--- src/rtl/fetch_unit_if.sv ---
// rtl/fetch_unit_if.sv - instruction-memory and IF/ID handshake bundle for fetch_unit
interface fetch_unit_if;
  logic        imem_req_valid;
  logic        imem_req_ready;
  logic [63:0] imem_req_addr;
  logic        imem_resp_valid;
  logic [31:0] imem_resp_data;
  logic        ID_valid;
  logic        ID_ready;
  logic [31:0] ID_instr;
  logic [63:0] ID_pc;

  // fetch_unit side: issues requests, consumes responses, presents the queue head
  modport master (
    output imem_req_valid,
    input  imem_req_ready,
    output imem_req_addr,
    input  imem_resp_valid,
    input  imem_resp_data,
    output ID_valid,
    input  ID_ready,
    output ID_instr,
    output ID_pc
  );

  // memory / decode side
  modport slave (
    input  imem_req_valid,
    output imem_req_ready,
    input  imem_req_addr,
    output imem_resp_valid,
    output imem_resp_data,
    input  ID_valid,
    output ID_ready,
    input  ID_instr,
    input  ID_pc
  );
endinterface

--- src/rtl/fetch_unit.sv ---
// rtl/fetch_unit.sv - RV64I fetch stage: imem requests, in-order fetch queue, redirect flush
module fetch_unit #(
  parameter int DEPTH   = 4,
  parameter int MAX_OUT = 2
) (
  input  logic        clk,
  input  logic        rst,
  input  logic [63:0] PC,
  output logic [63:0] PCNext,
  input  logic        redirect,
  input  logic [63:0] redirect_target,
  fetch_unit_if.master bus
);

  // The PC side FIFO also holds entries for responses that will be dropped after
  // a redirect, so it is twice MAX_OUT deep; issue stalls if it ever fills, which
  // only happens with back-to-back redirects against a slow memory.
  localparam int SIDE_DEPTH = 2 * MAX_OUT;
  localparam int PW = (DEPTH > 1) ? $clog2(DEPTH) : 1;
  localparam int SW = (SIDE_DEPTH > 1) ? $clog2(SIDE_DEPTH) : 1;
  localparam int CW = $clog2(DEPTH + SIDE_DEPTH + 1) + 1;

  localparam logic [CW-1:0] DEPTH_C   = CW'(DEPTH);
  localparam logic [CW-1:0] MAX_OUT_C = CW'(MAX_OUT);
  localparam logic [CW-1:0] SIDE_C    = CW'(SIDE_DEPTH);
  localparam logic [SW-1:0] SIDE_LAST = SW'(SIDE_DEPTH - 1);

  // fetch queue storage
  logic [31:0] q_instr [DEPTH];
  logic [63:0] q_pc    [DEPTH];
  logic [PW-1:0] head_q, head_d, tail_q, tail_d;
  logic [CW-1:0] occ_q, occ_d;

  // request tracking
  logic [63:0]   sf_pc [SIDE_DEPTH];
  logic [SW-1:0] sf_rd_q, sf_rd_d, sf_wr_q, sf_wr_d;
  logic [CW-1:0] sf_cnt_q, sf_cnt_d;
  logic [CW-1:0] out_q, out_d;
  logic [CW-1:0] drop_q, drop_d;

  logic req_valid, fire;
  logic resp_ok, resp_drop, resp_live, push, pop;

  function automatic logic [SW-1:0] sf_next(input logic [SW-1:0] p);
    return (p == SIDE_LAST) ? '0 : p + 1'b1;
  endfunction

  // handshake decode: which request fires, which response is kept, which head pops
  always_comb begin
    req_valid = rst && !redirect
                && ((occ_q + out_q) < DEPTH_C)
                && (out_q < MAX_OUT_C)
                && (sf_cnt_q < SIDE_C);
    fire      = req_valid && bus.imem_req_ready;
    // a response with nothing in flight is a protocol error and is ignored
    resp_ok   = bus.imem_resp_valid && ((out_q != '0) || (drop_q != '0));
    resp_drop = resp_ok && (drop_q != '0);
    resp_live = resp_ok && (drop_q == '0);
    push      = resp_live && !redirect;
    pop       = (occ_q != '0) && bus.ID_ready;
  end

  // outward signals: request, queue head and next PC
  always_comb begin
    bus.imem_req_valid = req_valid;
    bus.imem_req_addr  = PC;
    bus.ID_valid       = (occ_q != '0);
    bus.ID_instr       = q_instr[head_q];
    bus.ID_pc          = q_pc[head_q];
    if (redirect) begin
      PCNext = redirect_target;
    end else if (fire) begin
      PCNext = PC + 64'd4;
    end else begin
      PCNext = PC;
    end
  end

  // next-state for pointers and counters; redirect flushes the queue after any pop
  always_comb begin
    head_d   = head_q + PW'(pop);
    tail_d   = tail_q + PW'(push);
    occ_d    = occ_q + CW'(push) - CW'(pop);
    out_d    = out_q + CW'(fire) - CW'(resp_live);
    drop_d   = drop_q - CW'(resp_drop);
    sf_wr_d  = fire ? sf_next(sf_wr_q) : sf_wr_q;
    sf_rd_d  = resp_ok ? sf_next(sf_rd_q) : sf_rd_q;
    sf_cnt_d = sf_cnt_q + CW'(fire) - CW'(resp_ok);
    if (redirect) begin
      head_d = '0;
      tail_d = '0;
      occ_d  = '0;
      out_d  = '0;
      // everything still in flight becomes stale, except a response landing now
      drop_d = drop_q + out_q - CW'(resp_ok);
    end
  end

  // control state register
  always_ff @(posedge clk or negedge rst) begin
    if (!rst) begin
      head_q   <= '0;
      tail_q   <= '0;
      occ_q    <= '0;
      out_q    <= '0;
      drop_q   <= '0;
      sf_rd_q  <= '0;
      sf_wr_q  <= '0;
      sf_cnt_q <= '0;
    end else begin
      head_q   <= head_d;
      tail_q   <= tail_d;
      occ_q    <= occ_d;
      out_q    <= out_d;
      drop_q   <= drop_d;
      sf_rd_q  <= sf_rd_d;
      sf_wr_q  <= sf_wr_d;
      sf_cnt_q <= sf_cnt_d;
    end
  end

  // data storage: request PCs on fire, {instr, pc} on accepted response
  always_ff @(posedge clk) begin
    if (fire) begin
      sf_pc[sf_wr_q] <= PC;
    end
    if (push) begin
      q_instr[tail_q] <= bus.imem_resp_data;
      q_pc[tail_q]    <= sf_pc[sf_rd_q];
    end
  end

  // responses must only arrive for requests still in flight
  resp_expected_a : assert property (
    @(posedge clk) disable iff (!rst)
      bus.imem_resp_valid |-> ((out_q != '0) || (drop_q != '0))
  );

endmodule

--- src/flat_wrapper.sv ---
// flat-port wrapper written by rule: the top's interface ports become plain ports
module fetch_unit_flat 
#(
  parameter int DEPTH   = 4,
  parameter int MAX_OUT = 2
)
  (clk, rst, PC, PCNext, redirect, redirect_target, bus_imem_req_valid, bus_imem_req_ready, bus_imem_req_addr, bus_imem_resp_valid, bus_imem_resp_data, bus_ID_valid, bus_ID_ready, bus_ID_instr, bus_ID_pc);
  fetch_unit_if bus_i ();
  input  logic clk;
  input  logic rst;
  input  logic [63:0] PC;
  output logic [63:0] PCNext;
  input  logic redirect;
  input  logic [63:0] redirect_target;
  output wire logic [$bits(bus_i.imem_req_valid)-1:0] bus_imem_req_valid;
  input wire logic [$bits(bus_i.imem_req_ready)-1:0] bus_imem_req_ready;
  output wire logic [$bits(bus_i.imem_req_addr)-1:0] bus_imem_req_addr;
  input wire logic [$bits(bus_i.imem_resp_valid)-1:0] bus_imem_resp_valid;
  input wire logic [$bits(bus_i.imem_resp_data)-1:0] bus_imem_resp_data;
  output wire logic [$bits(bus_i.ID_valid)-1:0] bus_ID_valid;
  input wire logic [$bits(bus_i.ID_ready)-1:0] bus_ID_ready;
  output wire logic [$bits(bus_i.ID_instr)-1:0] bus_ID_instr;
  output wire logic [$bits(bus_i.ID_pc)-1:0] bus_ID_pc;
  assign bus_imem_req_valid = bus_i.imem_req_valid;
  assign bus_i.imem_req_ready = bus_imem_req_ready;
  assign bus_imem_req_addr = bus_i.imem_req_addr;
  assign bus_i.imem_resp_valid = bus_imem_resp_valid;
  assign bus_i.imem_resp_data = bus_imem_resp_data;
  assign bus_ID_valid = bus_i.ID_valid;
  assign bus_i.ID_ready = bus_ID_ready;
  assign bus_ID_instr = bus_i.ID_instr;
  assign bus_ID_pc = bus_i.ID_pc;
  fetch_unit #(.DEPTH(DEPTH), .MAX_OUT(MAX_OUT)) u_core (.clk(clk), .rst(rst), .PC(PC), .PCNext(PCNext), .redirect(redirect), .redirect_target(redirect_target), .bus(bus_i));
endmodule
--- config.mk ---
export PLATFORM = sky130hd
export DESIGN_NAME = fetch_unit_flat
export DESIGN_NICKNAME = d
export VERILOG_FILES = /design/src/rtl/fetch_unit_if.sv /design/src/rtl/fetch_unit.sv /design/src/flat_wrapper.sv
export SDC_FILE = /design/constraint.sdc
export NUM_CORES = 1
export LEC_CHECK = 0
export ABC_AREA = 0
export CAP_MARGIN = 15
export CORE_MARGIN = 2
export CORE_UTILIZATION = 55
export DETAILED_ROUTE_END_ITERATION = 7
export PLACE_DENSITY = 0.85
export SLEW_MARGIN = 10
export SYNTH_ARGS = -nofsm -noshare
export SYNTH_HDL_FRONTEND = slang
export SYNTH_SLANG_ARGS = --single-unit
--- constraint.sdc ---
create_clock -name clk -period 16.6 [get_ports clk]
set_input_delay 3.32 -clock clk [delete_from_list [all_inputs] [get_ports clk]]
set_output_delay 3.32 -clock clk [all_outputs]
set_load 0.005 [all_outputs]
## Word-level counts from Yosys, hierarchy flattened

Memory sizes are Yosys's and may differ from the RTL's.
Cells that the tools add are included.

| storage, ports and cells | value |
|---|---|
| register bits | 28 |
| memory bits (writable) | 640 |
| logic and storage cells | 60 |
| memories kept | 3 |

| operators by class | value |
|---|---|
| order comparisons | 3 |
| reduce and logical (&&, ||, !) cells | 16 |
| muxes and demuxes | 13 |
| add/subtract/negate cells | 15 |
| equality and inequality tests | 2 |

Memory list:

| memory | words | width | rd ports | clocked after Yosys merged registers in | wr ports | RTL line | text |
|---|---|---|---|---|---|---|---|
| u_core.q_pc | 4 | 64 | 1 | 0 | 1 | fetch_unit.sv:30 | `logic [63:0] q_pc [DEPTH];` |
| u_core.sf_pc | 4 | 64 | 1 | 0 | 1 | fetch_unit.sv:35 | `logic [63:0] sf_pc [SIDE_DEPTH];` |
| u_core.q_instr | 4 | 32 | 1 | 0 | 1 | fetch_unit.sv:29 | `logic [31:0] q_instr [DEPTH];` |

Operators by type and width:

| operator | number |
|---|---|
| two-way mux 64 bit | 2 |
| adder 64 x 3 -> 64 bit (second input constant) | 1 |
| subtractor 5 x 1 -> 5 bit | 5 |
| adder 5 x 1 -> 5 bit | 3 |
| two-way mux 5 bit | 3 |
| nonzero test 5 bit | 3 |
| adder 5 bit | 2 |
| logical AND 1 bit | 10 |
| less-than comparator 5 x 3 -> 1 bit (second input constant) | 2 |
| two-way mux 2 bit | 4 |
| zero test 5 bit | 1 |
| less-than comparator 5 x 2 -> 1 bit (second input constant) | 1 |
| adder 2 x 1 -> 2 bit | 2 |
| adder 2 x 1 -> 2 bit (second input constant) | 2 |
| equality test 2 bit (second input constant) | 2 |
| two-way mux 1 bit | 4 |
| zero test 1 bit | 1 |
| logical OR 1 bit | 1 |

## Longest topological paths before layout

| logic depth | value |
|---|---|
| depth after elaboration | 9 |
| depth in mapped cells | 16 |
| depth with buffers taken out | 16 |

## Worst setup path before layout

No wires, ideal clock.

| timing | value |
|---|---|
| kind | input to register |
| start point | input port redirect |
| end point | memory u_core.q_instr[1][0] (enable) |
| arrival | 13661 ps |
| path buffers | 2 |
| setup time | 820 ps |
| path slack | 2119 ps |
| stages on the path | 3 |
| data required time | 15780 ps |
| cells stage by stage | clkbuf_1 buf_1 nor4b_1 |

| on the way | value |
|---|---|
| word-level cells in the longest chain between the ends | 4 |

RTL lines:

| element | RTL line | text |
|---|---|---|
| from (decl) | flat_wrapper.sv:13 | `input logic redirect;` |
| zero test 1 bit | fetch_unit.sv:59 | `push = resp_live && !redirect;` |
| logical AND 1 bit | fetch_unit.sv:59 |  |
| two-way mux 1 bit | fetch_unit.sv:127 | `if (push) begin` |
| two-way mux 1 bit (implied by the code) | fetch_unit.sv:128 | `q_instr[tail_q] <= bus.imem_resp_data;` |
| to (decl) | fetch_unit.sv:29 |  |

No other way between the ends.

## Worst setup path after layout

| timing | value |
|---|---|
| start point | input port PC[5] |
| end point | output port PCNext[36] |

| on the way | value |
|---|---|
| word-level cells in the longest chain between the ends | 3 |

RTL lines:

| element | RTL line | text |
|---|---|---|
| from (decl) | flat_wrapper.sv:11 | `input logic [63:0] PC;` |
| adder 64 x 3 -> 64 bit | fetch_unit.sv:73 | `PCNext = PC + 64'd4;` |
| two-way mux 64 bit | fetch_unit.sv:72 | `end else if (fire) begin` |
| two-way mux 64 bit | fetch_unit.sv:70 | `if (redirect) begin` |
| to (decl) | flat_wrapper.sv:12 | `output logic [63:0] PCNext;` |

No other way between the ends.

==> results_dict.tcl <==
set metrics [dict create \
    synth_area_mm2 0.0278 \
    coreArea_mm2 0.0501 \
    fin_crit_sh_pct 64.0 \
    worst_path_max_delay_cell "clkdlybuf4s50_1" \
    max_cap_viol_count 0 \
    synth.distinct_cells 49 \
    ios 392 \
    finalNetCount 2061 \
    hpwlAfterDp_mm 40.8 \
    endpoint_kind "output pin" \
    htree_levels 3 \
    syn_to_final_growth_pct 23.0 \
    vias_per_cell 5.93 \
    path_clk_slew_ns 0.06 \
    overflow 0 \
    fin_skew_ns 0.0158 \
    fillers 3279 \
    die_h_um 229 \
    synth_fa_ha_area_share_pct 2.18 \
    crit_chain "clkdlybuf4s50_1 > nand4_2 > nor3b_2 > nand2_1 > or4_1 > xnor2_1 > mux2_2 > clkdlybuf4s50_1" \
    drtAntennaViolNets 0 \
    grt_pass1_wl_mm 98.4 \
    yosysWarnings 0 \
    cts-resized-gates 0 \
    final_cell_area_mm2 0.0342 \
    fmaxAchievable_mhz 94.2 \
    synth_top_area_share_pct 69.1 \
    crit_family "simple AND/OR/NAND/NOR gates" \
    synthMuxAreaShare_pct 13.8 \
    place_congestion 0.836 \
    worst_slew_pin_slew_ns 1.21 \
    yosysSeqAreaShare_pct 71.7 \
    power.density_mw_per_mm2 136 \
    post_cts_buffers 0 \
    rsz0062_at_grt "no" \
    status "finished, final reports clean" \
    ctsHoldBuffers 0 \
    synth_compound_area_share_pct 1.67 \
    initial_core_util_pct 55.5 \
    multiInputGateArea_mm2 0.00702 \
    wire_per_inst_um 25.6 \
    path_class "input port to output pin" \
    grt_max_degree 77 \
    grt_usage_pct 25.4 \
    synth-main-ff-cell "edfxtp_1" \
    dieArea_mm2 0.0524 \
    io_buffers 391 \
    critPathLaunchType "input port" \
    mostFrequentLayoutCells "640 x edfxtp_1, 390 x clkdlybuf4s50_1, 160 x mux4_2" \
    yosys.area.top_type "edfxtp_1" \
    required_ns 13.28 \
    cts_tree "built" \
    drc 0 \
    postSynth.asyncResetShare_pct 4.19 \
    critPathMaxStageDelay_ns 0.74 \
    crit_buf_inv 2 \
    clock_sinks 668 \
    first_pass_iters 6 \
    cp.arrival_ns 7.30 \
    drv_slew 0 \
    synth_xor_area_share_pct 2.36 \
    post-route-min-period_ns 10.62 \
    num_vias 15300 \
    totalNegativeSetupSlack_ns 0 \
    hold_violations 0 \
    grt_pass1_vias 16100 \
    cts_root_buffer "clkbuf_16" \
    clkLatencyLatePin_ns 0.60 \
    synth_area_leaders "edfxtp_1 69%, mux4_2 13%, dfrtp_1 2.5%" \
    hold_slack_ns 0.518 \
    wl_mm 65.8 \
    ys_ff_latch 668 \
    numCtsBuffers 69 \
    synth_top_family_by_area "multiplexers" \
    synth.net_count 1701 \
    worst_slew_margin_rel_pct 19.5 \
    regArea_mm2 0.0199 \
    row_count 82 \
    finalSetupViolCount 0 \
    antenna_found_initial 2 \
    clk_path_buf_depth 3 \
    path_max_fanout 13 \
    die_width_um 229 \
    drive_above_1_share_pct 16.9 \
    synth_simple_gate_area_share_pct 5.08 \
    hold_class "register to register" \
    leakage_nw 11.1 \
    postPlaceCellArea_mm2 0.0320 \
    syn_inst 1489 \
    ir_drop_mv 0.0913 \
    synth_edf_count 640 \
    final_common_cell "edfxtp_1" \
    synth_area_per_cell_um2 18.7 \
    crit_top_cell "clkdlybuf4s50_1" \
    first_iter_violations 1371 \
]
final timing paths:
path | startpoint | end | slack, ns | depth (start not counted)
worst max-delay path | PC[5] | PCNext[36] | 5.98 | 8
worst min-delay path | u_core.drop_q[4]$_DFF_PN0_ | u_core.drop_q[4]$_DFF_PN0_ | 0.52 | 1
worst max register to register | u_core.out_q[1]$_DFF_PN0_ | u_core.sf_pc[2][58]$_DFFE_PP_ | 12.44 | 6
worst min register to register | u_core.drop_q[4]$_DFF_PN0_ | u_core.drop_q[4]$_DFF_PN0_ | 0.52 | 1
max in group asynchronous | rst | u_core.sf_rd_q[0]$_DFFE_PN0P_ | 13.16 | 2
min in group asynchronous | rst | u_core.occ_q[2]$_DFF_PN0_ | 3.13 | 2
sequential cells by signal, summed over array words and instances, names as in the netlist:
name	flops
u_core.sf_wr_q	2
u_core.q_pc	256
u_core.sf_pc	256
u_core.sf_cnt_q	5
u_core.occ_q	5
u_core.out_q	5
u_core.head_q	2
u_core.sf_rd_q	2
u_core.drop_q	5
u_core.tail_q	2
u_core.q_instr	128
cell families (layout without fill, tap and decap cells):
logic type,count (synthesis),count (layout)
and+or+nand+nor,268,268
muxes,181,181
xor gates and xnor gates,74,74
DFF,668,668
buffers and inverters,172,585
adders and majority gates,46,46
other,0,1
AOI/OAI and AO/OA,80,80
layout make-up:
cell class                      instances  area share [%]
Multi-Input combinational cell        649            20.5
Tap cell                              672            2.46
Sequential cell                       668            58.3
Inverter                               51           0.560
Timing Repair Buffer                  410            11.9
Antenna cell                            1         0.00732
Clock buffer                           92            5.39
Clock inverter                         32           0.853
metrics by stage:
step                      util (%)  total power, mW  instances  worst slack, ns
after floorplan                  -             2.75       1489             2.12
after global placement        64.0             3.18       2449             6.15
after detailed placement      64.0             3.22       2449             6.07
after CTS                     68.2             4.69       2573             6.06
after global routing          68.3             4.83       2574             5.91
final                         68.3             4.64       2575             5.98
power by group:
part | leakage (nW) | internal (mW) | switching [mW]
registers | 6.10 | 1.97 | 0.117
clock network | 1.04 | 0.848 | 0.617
logic | 3.93 | 0.609 | 0.478
cell usage after synthesis, types with 13 or more instances:
cell	count
edfxtp_1	640
mux4_2	160
nand2_1	82
buf_4	64
xnor2_1	52
inv_1	50
ha_1	42
clkbuf_1	36
nor2_1	35
o21ai_1	34
nor4_1	29
dfrtp_1	28
nor3_1	28
nand3_1	22
nand4_1	22
xor2_1	21
mux2_2	19
o21ai_0	15
buf_1	13
layer usage:
layer / track usage (%) / part of all wire [%] / up-vias
li1: - / - / 6597
met1: 34.2 / 40 / 7898
met2: 42.6 / 50 / 650
met3: 4.47 / 6.3 / 133
met4: 8.69 / 2.9 / 2
met5: 0 / 0.020 / -
Note: power is estimated with default switching activity, not from simulation.
